[config.mk]
export PLATFORM = sky130hd
export DESIGN_NAME = hsv_mask_stats
export DESIGN_NICKNAME = d
export VERILOG_FILES = /design/src/rtl/hsv_mask_stats.sv
export SDC_FILE = /design/constraint.sdc
export NUM_CORES = 1
export LEC_CHECK = 0
export BUFFER_PORTS_ARGS = -buffer_cell sky130_fd_sc_hd__buf_2
export CORE_UTILIZATION = 64
export CTS_CLUSTER_SIZE = 30
export DETAILED_ROUTE_END_ITERATION = 16
export PLACE_DENSITY = 0.82
export SLEW_MARGIN = 10
export SYNTH_ARGS = -nofsm -noshare
export SYNTH_HDL_FRONTEND = slang
export SYNTH_SLANG_ARGS = --single-unit
[constraint.sdc]
create_clock -name clk -period 7.3 [get_ports clk]
set_input_delay 1.46 -clock clk [delete_from_list [all_inputs] [get_ports clk]]
set_output_delay 1.46 -clock clk [all_outputs]
set_load 0.01 [all_outputs]
[src/rtl/hsv_mask_stats.sv]
// hsv_mask_stats: HSV window mask with per-frame masked-pixel count and optional bounding box.
// Define HSV_MASK_BBOX_EN to enable bounding-box tracking.
module hsv_mask_stats #(
    parameter int IMG_W = 640,
    parameter int IMG_H = 480
) (
    input  logic        clk,
    input  logic        rst,
    input  logic        din_valid,
    input  logic        din_sof,
    input  logic [7:0]  din_h,
    input  logic [7:0]  din_s,
    input  logic [7:0]  din_v,
    input  logic        cfg_we,
    input  logic [2:0]  cfg_addr,
    input  logic [7:0]  cfg_data,
    output logic        mask_valid,
    output logic        mask_out,
    output logic        frame_done,
    output logic [19:0] pix_count,
    output logic [9:0]  bbox_xmin,
    output logic [9:0]  bbox_xmax,
    output logic [9:0]  bbox_ymin,
    output logic [9:0]  bbox_ymax,
    output logic        bbox_valid
);
    localparam logic [0:0] IDLE = 1'b0, ACTIVE = 1'b1;
    logic [0:0] state;
    logic [9:0] x, y, cx, cy;
    logic [7:0] sh [6];
    logic [7:0] act [6];
    logic [7:0] th [6];
    logic take, acc, last, hin, hit0, hit;
    logic s1_valid, s1_mask, s1_acc, s1_sof, s1_last;
    logic [19:0] cnt, cnt_n;

    // A sof pixel is judged against the freshly copied shadow window.
    always_comb begin
        take = din_valid & din_sof;
        for (int i = 0; i < 6; i++) th[i] = take ? sh[i] : act[i];
        cx = din_sof ? 10'd0 : x;
        cy = din_sof ? 10'd0 : y;
        acc = take | (state == ACTIVE);
        last = acc && cx == 10'(IMG_W - 1) && cy == 10'(IMG_H - 1);
        hin = th[0] <= th[1] ? (din_h >= th[0] && din_h <= th[1]) : (din_h >= th[0] || din_h <= th[1]);
        hit0 = hin && din_s >= th[2] && din_s <= th[3] && din_v >= th[4] && din_v <= th[5];
    end

    always_ff @(posedge clk) begin
        if (rst) begin
            state <= IDLE;
            x <= '0;
            y <= '0;
            for (int i = 0; i < 6; i++) begin
                sh[i] <= (i % 2 == 1) ? 8'hff : 8'h00;
                act[i] <= (i % 2 == 1) ? 8'hff : 8'h00;
            end
            s1_valid <= 1'b0;
            s1_mask <= 1'b0;
            s1_acc <= 1'b0;
            s1_sof <= 1'b0;
            s1_last <= 1'b0;
        end else begin
            for (int i = 0; i < 6; i++) begin
                if (cfg_we && cfg_addr == 3'(i)) sh[i] <= cfg_data;
                if (take) act[i] <= sh[i];
            end
            s1_valid <= din_valid;
            s1_mask <= din_valid & hit0;
            s1_acc <= din_valid & acc;
            s1_sof <= take;
            s1_last <= din_valid & last;
            if (din_valid && acc) begin
                state <= last ? IDLE : ACTIVE;
                x <= (last || cx == 10'(IMG_W - 1)) ? 10'd0 : cx + 10'd1;
                y <= last ? 10'd0 : (cx == 10'(IMG_W - 1) ? cy + 10'd1 : cy);
            end
        end
    end

    assign hit = s1_acc & s1_mask;
    assign cnt_n = (s1_sof ? 20'd0 : cnt) + 20'(hit);

    always_ff @(posedge clk) begin
        if (rst) begin
            mask_valid <= 1'b0;
            mask_out <= 1'b0;
            frame_done <= 1'b0;
            pix_count <= '0;
            cnt <= '0;
        end else begin
            mask_valid <= s1_valid;
            mask_out <= s1_mask;
            frame_done <= s1_last;
            if (s1_acc) cnt <= cnt_n;
            if (s1_last) pix_count <= cnt_n;
        end
    end

`ifdef HSV_MASK_BBOX_EN
    logic [9:0] s1_x, s1_y, xmin, xmax, ymin, ymax;
    logic [9:0] xmin_b, xmax_b, ymin_b, ymax_b, xmin_n, xmax_n, ymin_n, ymax_n;
    logic any, any_b, any_n;

    always_ff @(posedge clk) begin
        s1_x <= cx;
        s1_y <= cy;
    end

    // The first hit of a frame seeds min and max regardless of the stale values.
    always_comb begin
        any_b = s1_sof ? 1'b0 : any;
        xmin_b = s1_sof ? 10'd0 : xmin;
        xmax_b = s1_sof ? 10'd0 : xmax;
        ymin_b = s1_sof ? 10'd0 : ymin;
        ymax_b = s1_sof ? 10'd0 : ymax;
        any_n = any_b | hit;
        xmin_n = (hit && (!any_b || s1_x < xmin_b)) ? s1_x : xmin_b;
        xmax_n = (hit && (!any_b || s1_x > xmax_b)) ? s1_x : xmax_b;
        ymin_n = (hit && (!any_b || s1_y < ymin_b)) ? s1_y : ymin_b;
        ymax_n = (hit && (!any_b || s1_y > ymax_b)) ? s1_y : ymax_b;
    end

    always_ff @(posedge clk) begin
        if (rst) begin
            {any, xmin, xmax, ymin, ymax} <= '0;
            {bbox_valid, bbox_xmin, bbox_xmax, bbox_ymin, bbox_ymax} <= '0;
        end else begin
            if (s1_acc) {any, xmin, xmax, ymin, ymax} <= {any_n, xmin_n, xmax_n, ymin_n, ymax_n};
            if (s1_last) begin
                bbox_valid <= any_n;
                bbox_xmin <= any_n ? xmin_n : 10'd0;
                bbox_xmax <= any_n ? xmax_n : 10'd0;
                bbox_ymin <= any_n ? ymin_n : 10'd0;
                bbox_ymax <= any_n ? ymax_n : 10'd0;
            end
        end
    end
`else
    assign bbox_xmin = '0;
    assign bbox_xmax = '0;
    assign bbox_ymin = '0;
    assign bbox_ymax = '0;
    assign bbox_valid = 1'b0;
`endif
endmodule

[Word-level counts from Yosys, hierarchy flattened]
Memory sizes are Yosys's and may differ from the RTL's.
Index checks and enable logic that the tools add are counted.
Cells by class
  add/sub/neg operators: 3
  magnitude comparators: 7
  equality and inequality tests: 7
  mux-type cells: 49
  bitwise logic cells: 18
  reductions and logical operators: 17
Operators with widths (number)
  two-way mux 8 bit: 18
  two-way mux 10 bit: 5
  <= comparator 8 bit: 4
  two-way mux 1 bit: 25
  greater-or-equal comparator 8 bit: 3
  adder 10 x 1 -> 10 bit, second input constant: 2
  adder 20 x 1 -> 20 bit: 1
  two-way mux 20 bit: 1
  logical AND 1 bit: 14
  OR 1 bit: 13
  equality test 10 bit, second input constant: 1
  equality test 10 x 9 -> 1 bit, second input constant: 1
  equality test 3 x 2 -> 1 bit, second input constant: 2
  equality test 3 bit, second input constant: 2
  bitwise AND 1 bit: 5
  equality test 3 x 1 -> 1 bit, second input constant: 1
  logical NOT 3 bit: 1
  logical OR 1 bit: 2
Word-level totals
  bits in registers: 69
  RAM bits: 96
  input port bits: 40
  output and inout port bits: 64
  logic and storage cells: 116
  memories: 2
Memory list
  act: depth 6, bits a word 8, rd ports 6, clocked after memory_dff 0, write ports 6, line 31  | logic [7:0] act [6];
  sh: depth 6, bits a word 8, rd ports 6, clocked after memory_dff 0, write ports 6, line 30  | logic [7:0] sh [6];

[Longest topological paths before layout]
  depth in word-level cells: 10
  mapped depth: 13
  mapped depth without buffers: 10

[Worst setup path after synthesis]
Ideal clock, no wire load.
  kind: input to register
  from: input port din_valid
  to: register s1_mask
  setup time: 0.126 ns
  arrival time: 4.131 ns
  data required time: 7.174 ns
  setup slack: 3.043 ns
  cell stages on the path: 12
  path buffers: 4
  path through: buf_2 nand2_1 clkbuf_1 clkbuf_1 buf_2 mux2i_1 ha_1 and2_1 mux2_2 a41o_1 o21ai_0 o22ai_1
Between the ends
  word-level cells in the longest chain between the ends: 10
  elaborated cells between the ends (all ways): 22
  classes of those cells: order compare: 7; mux: 7; bitwise: 2; reduce/logical: 6
RTL lines
  start: declaration: line 9  | input logic din_valid,
  bitwise AND 1 bit: line 39  | take = din_valid & din_sof;
  two-way mux 8 bit: line 40  | for (int i = 0; i < 6; i++) th[i] = take ? sh[i] : act[i];
  greater-or-equal comparator 8 bit / <= comparator 8 bit (equally long branches): line 45  | hin = th[0] <= th[1] ? (din_h >= th[0] && din_h <= th[1]) : (din_h >= th[0] || din_h <= th[1]);
  logical OR 1 bit / logical AND 1 bit (equally long branches): line 45
  two-way mux 1 bit: line 45
  logical AND 1 bit (4 in series): line 46  | hit0 = hin && din_s >= th[2] && din_s <= th[3] && din_v >= th[4] && din_v <= th[5];
  bitwise AND 1 bit (*): line 69  | s1_mask <= din_valid & hit0;
  end signal: assignment: line 69
  end: declaration: line 34  | logic s1_valid, s1_mask, s1_acc, s1_sof, s1_last;
Every way passes the cells marked *; elsewhere a longest branch is shown, timed or not.
A chain may end at the register's enable or synchronous reset.

[Final worst setup path]
  from: input port din_sof
  to: register s1_mask
Between the ends
  word-level cells in the longest chain between the ends: 10
  elaborated cells between the ends (all ways): 22
  classes of those cells: order compare: 7; mux: 7; bitwise: 2; reduce/logical: 6
RTL lines
  start: declaration: line 10  | input logic din_sof,
  bitwise AND 1 bit (*): line 39
  two-way mux 8 bit: line 40
  greater-or-equal comparator 8 bit / <= comparator 8 bit (equally long branches): line 45
  logical OR 1 bit / logical AND 1 bit (equally long branches): line 45
  two-way mux 1 bit: line 45
  logical AND 1 bit (3 in series): line 46
  logical AND 1 bit (*): line 46
  bitwise AND 1 bit (*): line 69
Marks and branches as above.

==> flow_summary.ini <==
[run_status]
run_status = finished, final reports clean

[floorplanning]
ios = 104
start_util_pct = 65.9
fp.dieW_um = 122
rows = 43
die_area_um2 = 14900
core_um2 = 14000
die_y_um = 122

[logic_synthesis]
yosysSeqAreaShare_pct = 46.3
synth_area_leaders = edfxtp_1, dfxtp_1, ha_1
avgSynthCellArea_um2 = 10.2
synth_top_area_share_pct = 31.3
synth_seq_cells = 165
ys_warn_count = 0
yosys.area.top_type = edfxtp_1
synth_edf_count = 96
synth_commonest_cells = edfxtp_1, nor2_1, dfxtp_1
synthMostInstantiatedCell = edfxtp_1
ys.flop_type = edfxtp_1
synth_cell_types = 62
syn_area_um2 = 9210
async_reset_ff_share_pct = 0
synthCells = 903

[clock_network]
cts_setup_buffers = 0
hold_buffers = 0
cts-root-buf = clkbuf_16
tritoncts = built
numCtsBuffers = 17
cts.htree.levels = 4
path_clk_slew_ns = 0.06
cts_resized = 0
cts_buffer_depth = 2
clk_latency_ns = 0.44
clock-sinks = 165

[worst_setup_path]
worstPathCellList = buf_2 -> nand2_4 -> mux2i_1 -> ha_1 -> and2_1 -> mux2_2 -> a41o_1 -> nor3_1 -> o22ai_1
reg2reg_from = s1_acc$_SDFF_PP0_
r2r_cells = 8
cp_max_fo = 79
r2r_slack_ns = 4.44
crit_type = in2reg
r2r-end = pix_count[12]$_SDFFE_PP0P_
cp.arrival_ns = 4.59
cp-end-kind = flip-flop
slowest_delay_ns = 0.73
cp_slowest_cell = nand2_4
crit_required_ns = 7.60
cp-start-kind = primary input

[global_routing]
grt_pass1_vias = 6219
grt_pass1_wl_um = 30400
track_usage_pct = 26.7
grt-ovfl-total = 0
grt_max_degree = 80
grt_antenna_before_repair = 0

[sta]
finalMaxSlewViolations = 0
setup_tns_ns = 0
skew_ns = 0.00664
min_period_ns = 4.29
relSlewSlack_pct = 29.9
hold_viol_final = 0
fmax_ghz = 0.233
rsz0062_at_grt = no
setup_viol = 0
hold-worst-slack_ns = 0.462
worstMarginPinSlew_ns = 1.05
finalCritPeriodShare_pct = 58.7

[power]
power_density_nw_per_um2 = 212
net-switching-power_mw = 0.510
power_frac_seq_pct = 48.9
cellLeakagePower_nw = 4.04
switching_share_pct = 24.1
pwr-share-clk_pct = 40.9
cell_internal_pwr_mw = 1.61
comb_power_share_pct = 10.2
ir_drop_uv = 163

[drt]
remaining_drc_errors = 0
totalWireLength_um = 18900
vias = 6707
ant_nets = 0
wire_per_inst_um = 16.5
dr.pass1.iters = 6
first_iter_violations = 425
vias_per_cell = 5.88

[layout]
synthToLayoutAreaGrowth_pct = 8.69
finalNonFillerCells = 1140
drive_gt1_share_pct = 13.6
post-route-util_pct = 71.6
nets = 1040

[flow_run]
drv_cap = 0

[worst_hold_path]
min_to = cnt[12]$_SDFFE_PP0P_
worstHoldPathCells = 2
hold_path.class = reg2reg
worstHoldStart = cnt[12]$_SDFFE_PP0P_

[place]
portBuffers = 62
place_congestion = 0.857
placed_cells = 1106
hpwl_um = 13000
==> layout make-up <==
class                   instances  area (um^2)
well taps                     180          225
clock inverters                10          106
inverters                      19         71.3
diodes                          2         5.00
flip-flops and latches        165         4260
multi-input cells             673         4530
repair buffers                 69          363
fillers                      1055         3970
clock buffers                  22          454
==> cell usage in the layout, fill, tap and decap left out, types with 6 or more instances in the layout <==
master and n:
nor2b_1 22, conb_1 41, and2_1 57, nand4_1 12
a21o_1 6, a211oi_1 15, or3_1 44, edfxtp_1 96
a21oi_1 48, nand2_1 44, nor2_1 75, xnor2_1 11
mux2_2 12, nor3_1 19, or2_2 11, a31oi_1 7
o21ai_0 35, inv_1 19, ha_1 55, buf_4 7
nand2b_1 13, nand4b_1 6, clkbuf_16 17, mux2i_1 51
dfxtp_1 69, buf_2 62, a22oi_1 7, nand3_1 15
xor2_1 8
==> critical path: cells and delay by family <==
kind / cells / cell delay [ns]
AND/OR/NAND/NOR: 3 / 1.14
AO/OA/AOI/OAI: 2 / 0.35
adder cells (fa/ha/maj): 1 / 0.31
multiplexers: 2 / 0.79
buffers and inverters: 1 / 0.49
==> logic make-up (layout without fill, tap and decap cells) <==
group	Yosys count	in the layout	share of synthesized area, %
AO/OA/AOI/OAI	148	148	10.1
XOR/XNOR	19	19	1.81
adder cells (fa/ha/maj)	56	56	7.58
buffers and inverters	105	120	6.34
flip-flops	165	165	46.3
multiplexers	63	63	7.01
other	1	43	0.0407
AND/OR/NAND/NOR	346	346	20.9
==> flip-flops by register name (all words and copies together) (netlist names) <==
signal,cells
s1_acc,1
mask_out,1
y,10
s1_last,1
x,10
s1_mask,1
act,48
s1_valid,1
sh,48
s1_sof,1
frame_done,1
mask_valid,1
pix_count,20
cnt,20
state,1
==> metrics by stage <==
step | instance area, um^2 | power, mW | worst slack (ns)
2_1_floorplan | 9360 | 1.22 | 3.04
3_3_place_gp | 9450 | 1.26 | 2.75
3_5_place_dp | 9450 | 1.27 | 2.64
4_1_cts | 10000 | 2.12 | 3.01
5_1_grt | 10000 | 2.19 | 2.81
6_report | 10000 | 2.12 | 3.01
==> power groups by stage <==
stage               Clock (mW)  Sequential (mW)  Combinational [mW]
detailed placement           0             1.06               0.214
finish                   0.866             1.04               0.217
CTS                      0.870             1.04               0.217
floorplan                    0             1.05               0.169
global route             0.908             1.04               0.243
global placement             0             1.06               0.206
==> how the worst max path moves through the flow <==
stage	slack, ns	from	endpoint	depth (start not counted)
2_1_floorplan	3.04	din_valid	s1_mask$_SDFF_PP0_	12
3_3_place_gp	2.75	din_sof	s1_mask$_SDFF_PP0_	10
3_5_place_dp	2.64	din_sof	s1_mask$_SDFF_PP0_	10
4_1_cts	3.01	din_sof	s1_mask$_SDFF_PP0_	10
5_1_grt	2.81	din_sof	s1_mask$_SDFF_PP0_	9
6_report	3.01	din_sof	s1_mask$_SDFF_PP0_	9
==> metal layers <==
layer | track usage (%) | share of wire [%] | vias to the layer above
li1 | - | - | 3286
met1 | 34.2 | 44 | 3181
met2 | 43.2 | 48 | 198
met3 | 5.24 | 5.5 | 42
met4 | 12.9 | 3.1 | 0
met5 | 0 | 0 | -
Power figures use the tool's default switching activity.
